<file path="config.mk">
export PLATFORM = sky130hd
export DESIGN_NAME = alu_seq_flat
export DESIGN_NICKNAME = d
export VERILOG_FILES = /design/src/rtl/alu_seq_pkg.sv /design/src/rtl/alu_seq_if.sv /design/src/rtl/alu_seq_alu.sv /design/src/rtl/alu_seq.sv /design/src/flat_wrapper.sv
export SDC_FILE = /design/constraint.sdc
export NUM_CORES = 1
export LEC_CHECK = 0
export ABC_AREA = 1
export CAP_MARGIN = 30
export CORE_ASPECT_RATIO = 1.2
export CORE_MARGIN = 2
export CORE_UTILIZATION = 35
export CTS_BUF_LIST = sky130_fd_sc_hd__clkbuf_16
export CTS_CLUSTER_DIAMETER = 50
export DETAILED_ROUTE_END_ITERATION = 8
export MAX_ROUTING_LAYER = met4
export PLACE_DENSITY_LB_ADDON = 0.25
export RECOVER_POWER = 25
export REMOVE_ABC_BUFFERS = 1
export SYNTH_ARGS = -nofsm -noshare
export SYNTH_HDL_FRONTEND = slang
export SYNTH_SLANG_ARGS = --single-unit
</file>
<file path="constraint.sdc">
create_clock -name clk -period 4.8 [get_ports clk]
set_input_delay 0.48 -clock clk [delete_from_list [all_inputs] [get_ports clk]]
set_output_delay 0.48 -clock clk [all_outputs]
set_load 0.03 [all_outputs]
</file>
<file path="src/rtl/alu_seq_pkg.sv">
// Shared types and constants for the 16-bit ALU sequencer.
// Holds request opcodes, FSM states, flag bit positions and alu opcodes.
package alu_seq_pkg;

   localparam logic [2:0] OP_AND = 3'b000;
   localparam logic [2:0] OP_OR  = 3'b001;
   localparam logic [2:0] OP_XOR = 3'b010;
   localparam logic [2:0] OP_ADD = 3'b011;
   localparam logic [2:0] OP_SUB = 3'b100;
   localparam logic [2:0] OP_NOT = 3'b101;

   localparam logic [3:0] ALU_AND = 4'b0000;
   localparam logic [3:0] ALU_OR  = 4'b0010;
   localparam logic [3:0] ALU_XOR = 4'b0100;
   localparam logic [3:0] ALU_ADD = 4'b0110;
   localparam logic [3:0] ALU_SUB = 4'b0111;
   localparam logic [3:0] ALU_NOT = 4'b1000;
   localparam logic [3:0] ALU_INC = 4'b1010;
   localparam logic [3:0] ALU_DEC = 4'b1011;

   localparam int FLAG_CF = 0;
   localparam int FLAG_PF = 1;
   localparam int FLAG_VF = 2;
   localparam int FLAG_AF = 3;
   localparam int FLAG_ZF = 4;
   localparam int FLAG_SF = 5;

   typedef enum logic [2:0] {
      S_IDLE = 3'd0,
      S_LO   = 3'd1,
      S_HI   = 3'd2,
      S_FIX  = 3'd3,
      S_DONE = 3'd4
   } state_e;

   function automatic logic op_legal(
      input logic [2:0] op
   );
      return op <= OP_NOT;
   endfunction

   function automatic logic [3:0] map_op(
      input logic [2:0] op
   );
      logic [3:0] m;
      m = ALU_AND;
      unique case (op)
         OP_AND:  m = ALU_AND;
         OP_OR:   m = ALU_OR;
         OP_XOR:  m = ALU_XOR;
         OP_ADD:  m = ALU_ADD;
         OP_SUB:  m = ALU_SUB;
         OP_NOT:  m = ALU_NOT;
         default: m = ALU_AND;
      endcase
      return m;
   endfunction

   function automatic logic [7:0] make_flags(
      input logic [2:0]  op,
      input logic [15:0] a,
      input logic [15:0] b,
      input logic [15:0] c,
      input logic        af,
      input logic        cf
   );
      logic [7:0] f;
      logic       is_add;
      logic       is_sub;
      is_add = (op == OP_ADD);
      is_sub = (op == OP_SUB);
      f = 8'h00;
      f[FLAG_ZF] = (c == 16'h0000);
      f[FLAG_SF] = c[15];
      f[FLAG_PF] = ~^c[7:0];
      f[FLAG_AF] = (is_add | is_sub) & af;
      f[FLAG_CF] = (is_add | is_sub) & cf;
      f[FLAG_VF] = (is_add & (a[15] == b[15])
                   & (a[15] != c[15]))
                 | (is_sub & (a[15] != b[15])
                   & (a[15] != c[15]));
      return f;
   endfunction

endpackage

</file>
<file path="src/rtl/alu_seq_if.sv">
// Request/response handshake bundle for the ALU sequencer.
// master = requester/consumer side, slave = sequencer side.
interface alu_seq_if;
   logic        req_valid;
   logic        req_ready;
   logic [2:0]  req_op;
   logic [15:0] req_a;
   logic [15:0] req_b;
   logic        rsp_valid;
   logic        rsp_ready;
   logic [15:0] rsp_c;
   logic [7:0]  rsp_flags;
   logic        rsp_err;

   modport master (
      output req_valid, req_op, req_a, req_b,
      output rsp_ready,
      input  req_ready, rsp_valid, rsp_c,
      input  rsp_flags, rsp_err
   );

   modport slave (
      input  req_valid, req_op, req_a, req_b,
      input  rsp_ready,
      output req_ready, rsp_valid, rsp_c,
      output rsp_flags, rsp_err
   );
endinterface

</file>
<file path="src/rtl/alu_seq_alu.sv">
// Combinational 8-bit alu shared by every sequencer step.
// co is carry for ADD/INC and borrow for SUB/DEC.
module alu_seq_alu
   import alu_seq_pkg::*;
(
   input  logic [3:0] op,
   input  logic [7:0] a,
   input  logic [7:0] b,
   input  logic [7:0] cpu_flags,
   output logic [7:0] y,
   output logic       co,
   output logic       af
);

   logic [8:0] s;
   logic [4:0] h;
   logic       unused_flags;

   assign unused_flags = ^cpu_flags;

   always_comb begin
      y  = 8'h00;
      co = 1'b0;
      af = 1'b0;
      s  = 9'h000;
      h  = 5'h00;
      unique case (op)
         ALU_AND: y = a & b;
         ALU_OR:  y = a | b;
         ALU_XOR: y = a ^ b;
         ALU_NOT: y = ~a;
         ALU_ADD: begin
            s = {1'b0, a} + {1'b0, b};
            h = {1'b0, a[3:0]} + {1'b0, b[3:0]};
         end
         ALU_SUB: begin
            s = {1'b0, a} - {1'b0, b};
            h = {1'b0, a[3:0]} - {1'b0, b[3:0]};
         end
         ALU_INC: begin
            s = {1'b0, a} + 9'h001;
            h = {1'b0, a[3:0]} + 5'h01;
         end
         ALU_DEC: begin
            s = {1'b0, a} - 9'h001;
            h = {1'b0, a[3:0]} - 5'h01;
         end
         default: y = 8'h00;
      endcase
      if (op == ALU_ADD || op == ALU_SUB ||
          op == ALU_INC || op == ALU_DEC) begin
         y  = s[7:0];
         co = s[8];
         af = h[4];
      end
   end

endmodule

</file>
<file path="src/rtl/alu_seq.sv">
// 16-bit ALU sequencer: runs an 8-bit alu over low byte, high byte,
// then an optional INC/DEC fix step to propagate carry/borrow.
module alu_seq
   import alu_seq_pkg::*;
(
   input  logic      clk,
   input  logic      rst_n,
   alu_seq_if.slave  bus
);

   state_e      state_q, state_d;
   logic [2:0]  op_q, op_d;
   logic [15:0] a_q, a_d;
   logic [15:0] b_q, b_d;
   logic [7:0]  lo_q, lo_d;
   logic        lo_c_q, lo_c_d;
   logic        af_q, af_d;
   logic [7:0]  hi_q, hi_d;
   logic        hi_c_q, hi_c_d;
   logic [15:0] rsp_c_q, rsp_c_d;
   logic [7:0]  rsp_f_q, rsp_f_d;
   logic        rsp_e_q, rsp_e_d;

   logic [3:0]  alu_op;
   logic [7:0]  alu_a;
   logic [7:0]  alu_b;
   logic [7:0]  alu_y;
   logic        alu_co;
   logic        alu_af;
   logic        is_arith;

   alu_seq_alu u_alu (
      .op        (alu_op),
      .a         (alu_a),
      .b         (alu_b),
      .cpu_flags (8'h00),
      .y         (alu_y),
      .co        (alu_co),
      .af        (alu_af)
   );

   assign is_arith = (op_q == OP_ADD) || (op_q == OP_SUB);

   always_comb begin
      state_d = state_q;
      op_d    = op_q;
      a_d     = a_q;
      b_d     = b_q;
      lo_d    = lo_q;
      lo_c_d  = lo_c_q;
      af_d    = af_q;
      hi_d    = hi_q;
      hi_c_d  = hi_c_q;
      rsp_c_d = rsp_c_q;
      rsp_f_d = rsp_f_q;
      rsp_e_d = rsp_e_q;
      alu_op  = ALU_AND;
      alu_a   = 8'h00;
      alu_b   = 8'h00;
      unique case (state_q)
         S_IDLE: begin
            if (bus.req_valid) begin
               op_d = bus.req_op;
               a_d  = bus.req_a;
               b_d  = bus.req_b;
               if (op_legal(bus.req_op)) begin
                  state_d = S_LO;
               end else begin
                  state_d = S_DONE;
                  rsp_c_d = 16'h0000;
                  rsp_f_d = 8'h00;
                  rsp_e_d = 1'b1;
               end
            end
         end
         S_LO: begin
            alu_op  = map_op(op_q);
            alu_a   = a_q[7:0];
            alu_b   = b_q[7:0];
            lo_d    = alu_y;
            lo_c_d  = alu_co;
            af_d    = is_arith & alu_af;
            state_d = S_HI;
         end
         S_HI: begin
            alu_op = map_op(op_q);
            alu_a  = a_q[15:8];
            alu_b  = b_q[15:8];
            hi_d   = alu_y;
            hi_c_d = alu_co;
            if (is_arith && lo_c_q) begin
               state_d = S_FIX;
            end else begin
               state_d = S_DONE;
               rsp_c_d = {alu_y, lo_q};
               rsp_f_d = make_flags(op_q, a_q, b_q,
                                    {alu_y, lo_q},
                                    af_q, alu_co);
               rsp_e_d = 1'b0;
            end
         end
         S_FIX: begin
            alu_op  = (op_q == OP_ADD) ? ALU_INC : ALU_DEC;
            alu_a   = hi_q;
            state_d = S_DONE;
            rsp_c_d = {alu_y, lo_q};
            rsp_f_d = make_flags(op_q, a_q, b_q,
                                 {alu_y, lo_q},
                                 af_q, hi_c_q | alu_co);
            rsp_e_d = 1'b0;
         end
         S_DONE: begin
            if (bus.rsp_ready) state_d = S_IDLE;
         end
         default: state_d = S_IDLE;
      endcase
   end

   always_ff @(posedge clk) begin
      if (!rst_n) begin
         state_q <= S_IDLE;
         op_q    <= 3'b000;
         a_q     <= 16'h0000;
         b_q     <= 16'h0000;
         lo_q    <= 8'h00;
         lo_c_q  <= 1'b0;
         af_q    <= 1'b0;
         hi_q    <= 8'h00;
         hi_c_q  <= 1'b0;
         rsp_c_q <= 16'h0000;
         rsp_f_q <= 8'h00;
         rsp_e_q <= 1'b0;
      end else begin
         state_q <= state_d;
         op_q    <= op_d;
         a_q     <= a_d;
         b_q     <= b_d;
         lo_q    <= lo_d;
         lo_c_q  <= lo_c_d;
         af_q    <= af_d;
         hi_q    <= hi_d;
         hi_c_q  <= hi_c_d;
         rsp_c_q <= rsp_c_d;
         rsp_f_q <= rsp_f_d;
         rsp_e_q <= rsp_e_d;
      end
   end

   assign bus.req_ready = rst_n && (state_q == S_IDLE);
   assign bus.rsp_valid = (state_q == S_DONE);
   assign bus.rsp_c     = rsp_c_q;
   assign bus.rsp_flags = rsp_f_q;
   assign bus.rsp_err   = rsp_e_q;

endmodule
</file>
<file path="src/flat_wrapper.sv">
// flat-port wrapper written by rule: the top's interface ports become plain ports
module alu_seq_flat import alu_seq_pkg::*;
  (clk, rst_n, bus_req_valid, bus_req_op, bus_req_a, bus_req_b, bus_rsp_ready, bus_req_ready, bus_rsp_valid, bus_rsp_c, bus_rsp_flags, bus_rsp_err);
  alu_seq_if bus_i ();
  input  logic clk;
  input  logic rst_n;
  input wire logic [$bits(bus_i.req_valid)-1:0] bus_req_valid;
  input wire logic [$bits(bus_i.req_op)-1:0] bus_req_op;
  input wire logic [$bits(bus_i.req_a)-1:0] bus_req_a;
  input wire logic [$bits(bus_i.req_b)-1:0] bus_req_b;
  input wire logic [$bits(bus_i.rsp_ready)-1:0] bus_rsp_ready;
  output wire logic [$bits(bus_i.req_ready)-1:0] bus_req_ready;
  output wire logic [$bits(bus_i.rsp_valid)-1:0] bus_rsp_valid;
  output wire logic [$bits(bus_i.rsp_c)-1:0] bus_rsp_c;
  output wire logic [$bits(bus_i.rsp_flags)-1:0] bus_rsp_flags;
  output wire logic [$bits(bus_i.rsp_err)-1:0] bus_rsp_err;
  assign bus_i.req_valid = bus_req_valid;
  assign bus_i.req_op = bus_req_op;
  assign bus_i.req_a = bus_req_a;
  assign bus_i.req_b = bus_req_b;
  assign bus_i.rsp_ready = bus_rsp_ready;
  assign bus_req_ready = bus_i.req_ready;
  assign bus_rsp_valid = bus_i.rsp_valid;
  assign bus_rsp_c = bus_i.rsp_c;
  assign bus_rsp_flags = bus_i.rsp_flags;
  assign bus_rsp_err = bus_i.rsp_err;
  alu_seq u_core (.clk(clk), .rst_n(rst_n), .bus(bus_i));
endmodule
</file>
==> results.json <==
{
  "run_status": "finished clean",
  "drv_slew": 0,
  "synth_area_leader_cell": "dfxtp_1",
  "place_area_um2": 5425,
  "intPower_uw": 1508,
  "seqPwrFrac_pct": 32.6,
  "initial_utilization_pct": 35.61,
  "synthArstFlopShare_pct": 0,
  "viasPerCell": 4.846,
  "n_antenna_cell": 0,
  "p_sw_share_pct": 38.85,
  "tns_ps": 0,
  "synth.area.top_cells": "dfxtp_1, nand2_1, inv_1, a21oi_1, ha_1",
  "critPathRequiredTime_ps": 5070,
  "p_per_area_nw_per_um2": 431.1,
  "ant_nets": 0,
  "port_buffers": 63,
  "p_clk_share_pct": 29.1,
  "p_leak_uw": 0.002706,
  "ys_seq_elements": 79,
  "vias": 4434,
  "fmax_mhz": 254.0,
  "post_cts_resized": 0,
  "ir_drop_mv": 0.1550,
  "post-route-drc-count": 0,
  "busiest_layer": "met2",
  "r2r-start": "u_core.state_q[0]",
  "grt_util_met1_pct": 21.36,
  "nNetsFinal": 813,
  "htreeDepth": 3,
  "hold_path_class": "flip-flop to flip-flop",
  "path_clk_slew_ps": 70,
  "cts_buffer_depth": 2,
  "core_area_um2": 13120,
  "finalSetupViolCount": 0,
  "worstHoldStart": "u_core.b_q[3]",
  "crit_fanout": 13,
  "cts_sinks": 79,
  "worstSkewPairLatency_ps": 340,
  "cts-buffers-inserted": 9,
  "postCtsSetupBuffers": 0,
  "design_area_um2": 5723,
  "grt_pass1_vias": 4183,
  "p_switching_uw": 958.5,
  "yosysMostFrequentCell": "nand2_1",
  "antenna_found_initial": 0,
  "clock-root-buffer": "clkbuf_16",
  "syn_inst": 691,
  "worstSetupEndpointType": "flip-flop",
  "num_rows": 46,
  "dieArea_um2": 14300,
  "startpoint": "u_core.state_q[0]",
  "holdBufCountCts": 0,
  "cts_tree": "done",
  "yosysWarnings": 0,
  "relSlewSlack_pct": 31.23,
  "place.gp.congestion": 0.9407,
  "use_met2_pct": 33.41,
  "first_pass_iters": 4,
  "synth_area_per_cell_um2": 6.763,
  "fin_skew_ps": 6.970,
  "finalHoldViolCount": 0,
  "path_class": "flip-flop to flip-flop",
  "die_x_um": 109.5,
  "syn_area_um2": 4673,
  "arrival_ps": 4210,
  "grt_pass1_wl_um": 20520,
  "reg2reg_setup_slack_ps": 860,
  "grt_overflow_total": 0,
  "netlist-cell-type-count": 36,
  "drt_wl_total_um": 12780,
  "period_share_pct": 82.03,
  "synth-edff-count": 0,
  "met3_usage_pct": 2.530,
  "grt_max_degree": 43,
  "pwr-share-comb_pct": 38.3,
  "drive_above_1_share_pct": 6.560,
  "ys_seq_area_share_pct": 33.84,
  "rsz0062_at_grt": "false",
  "grt_usage_pct": 19.16,
  "tightestPinTransition_ps": 1029,
  "synth_top_flop_cell": "dfxtp_1",
  "netlist_top_cells_count": "nand2_1, inv_1, a21oi_1, dfxtp_1, o21ai_0",
  "hpwl_um": 9790,
  "critPathLaunchType": "flip-flop",
  "dieHeight_um": 130.6,
  "period_minus_slack_ps": 3938,
  "ios": 66,
  "yosysTopAreaCellShare_pct": 33.84,
  "drtIter0Drc": 170,
  "wl_per_cell_um": 13.96,
  "drv_cap": 0,
  "syn_to_final_growth_pct": 22.46
}
stage by stage:
stage / hold WS, ps / cells / worst slack, ps / utilization (%) / total power, uW
3_5_place_dp: 444.8 / 899 / 1111 / 41.34 / 1773
2_1_floorplan: 423.4 / 661 / 1487 / - / 1498
6_report: 450.9 / 915 / 862.4 / 43.61 / 2467
5_1_grt: 470.5 / 915 / 351.8 / 43.61 / 2658
3_3_place_gp: 435.8 / 899 / 1180 / 41.34 / 1761
4_1_cts: 453.1 / 915 / 1100 / 43.67 / 2496
final cells by class:
class	instances	area, um^2
tap	168	210.2
clock buffer	9	225.2
sequential	79	1582
multi-input combinational	464	2500
inverter	118	442.9
fill	1396	7400
clock inverter	7	80.08
timing repair buffer	70	683.2
power by group through the flow:
stage	combinational (uW)	sequential [uW]	clock, uW
2_1_floorplan	679	820	0
3_3_place_gp	945	815	0
3_5_place_dp	955	818	0
4_1_cts	959	803	734
5_1_grt	1080	814	762
6_report	946	803	718
cell families after synthesis:
logic type                 share of synthesized area, %
muxes                                            0.2142
other                                           0.08024
and+or+nand+nor                                   24.18
AOI/OAI and AO/OA                                 18.58
adders and majority gates                         8.728
DFF                                               33.84
xor gates and xnor gates                          1.687
buffers and inverters                             12.69
layer usage:
layer	share of wire, %	vias up
met3	3.1	13
met1	44	2019
met2	51	86
li1	-	2316
met5	0	-
met4	1.8	0
worst max-delay path, stage by stage, from the launching register on:
cell and delay [ps]:
dfxtp_1 370, nor2_4 140, nand2_1 410, o22ai_1 450, inv_1 140, ha_1 240, nand2_1 70, nor2_1 80
xor2_1 140, o21ai_0 190, ha_1 300, inv_1 90, o21bai_1 100, nor2_1 130, o31ai_1 90, or2_2 280
nand3_1 110, nand2_1 160, nor2_1 150, nand4_1 100, a21oi_1 120
state kept, by name, summed over array words and instances (netlist names):
signal	count
u_core.a_q	16
u_core.af_q	1
u_core.b_q	16
u_core.bus.rsp_c	15
u_core.bus.rsp_err	1
u_core.bus.rsp_flags	6
u_core.hi_c_q	1
u_core.hi_q	8
u_core.lo_c_q	1
u_core.lo_q	8
u_core.op_q	3
u_core.state_q	3
cells in the final DEF (no fill, tap or decap), drive strengths merged, types with 2 or more instances in the layout:
| cell type | Yosys | routed |
|---|---|---|
| a21oi | 82 | 82 |
| a31oi | 2 | 2 |
| buf | 12 | 7 |
| clkbuf | 19 | 9 |
| clkdlybuf4s50 | 0 | 51 |
| clkinv | 0 | 2 |
| conb | 1 | 2 |
| dfxtp | 79 | 79 |
| dlygate4sd3 | 0 | 12 |
| ha | 31 | 31 |
| inv | 118 | 121 |
| nand2 | 136 | 136 |
| nand3 | 44 | 44 |
| nand3b | 4 | 4 |
| nand4 | 9 | 9 |
| nor2 | 49 | 49 |
| nor3 | 8 | 8 |
| o21ai | 67 | 67 |
| o22ai | 9 | 9 |
| o31ai | 2 | 2 |
| or2 | 5 | 5 |
| xnor2 | 4 | 4 |
| xor2 | 5 | 5 |
final timing paths:
kind / end / cells past startpoint
setup / recovery: u_core.bus.rsp_flags[4] / 20
hold / removal: u_core.b_q[3] / 2
setup reg to reg: u_core.bus.rsp_flags[4] / 20
hold reg to reg: u_core.b_q[3] / 2
Power figures use the tool's default switching activity.
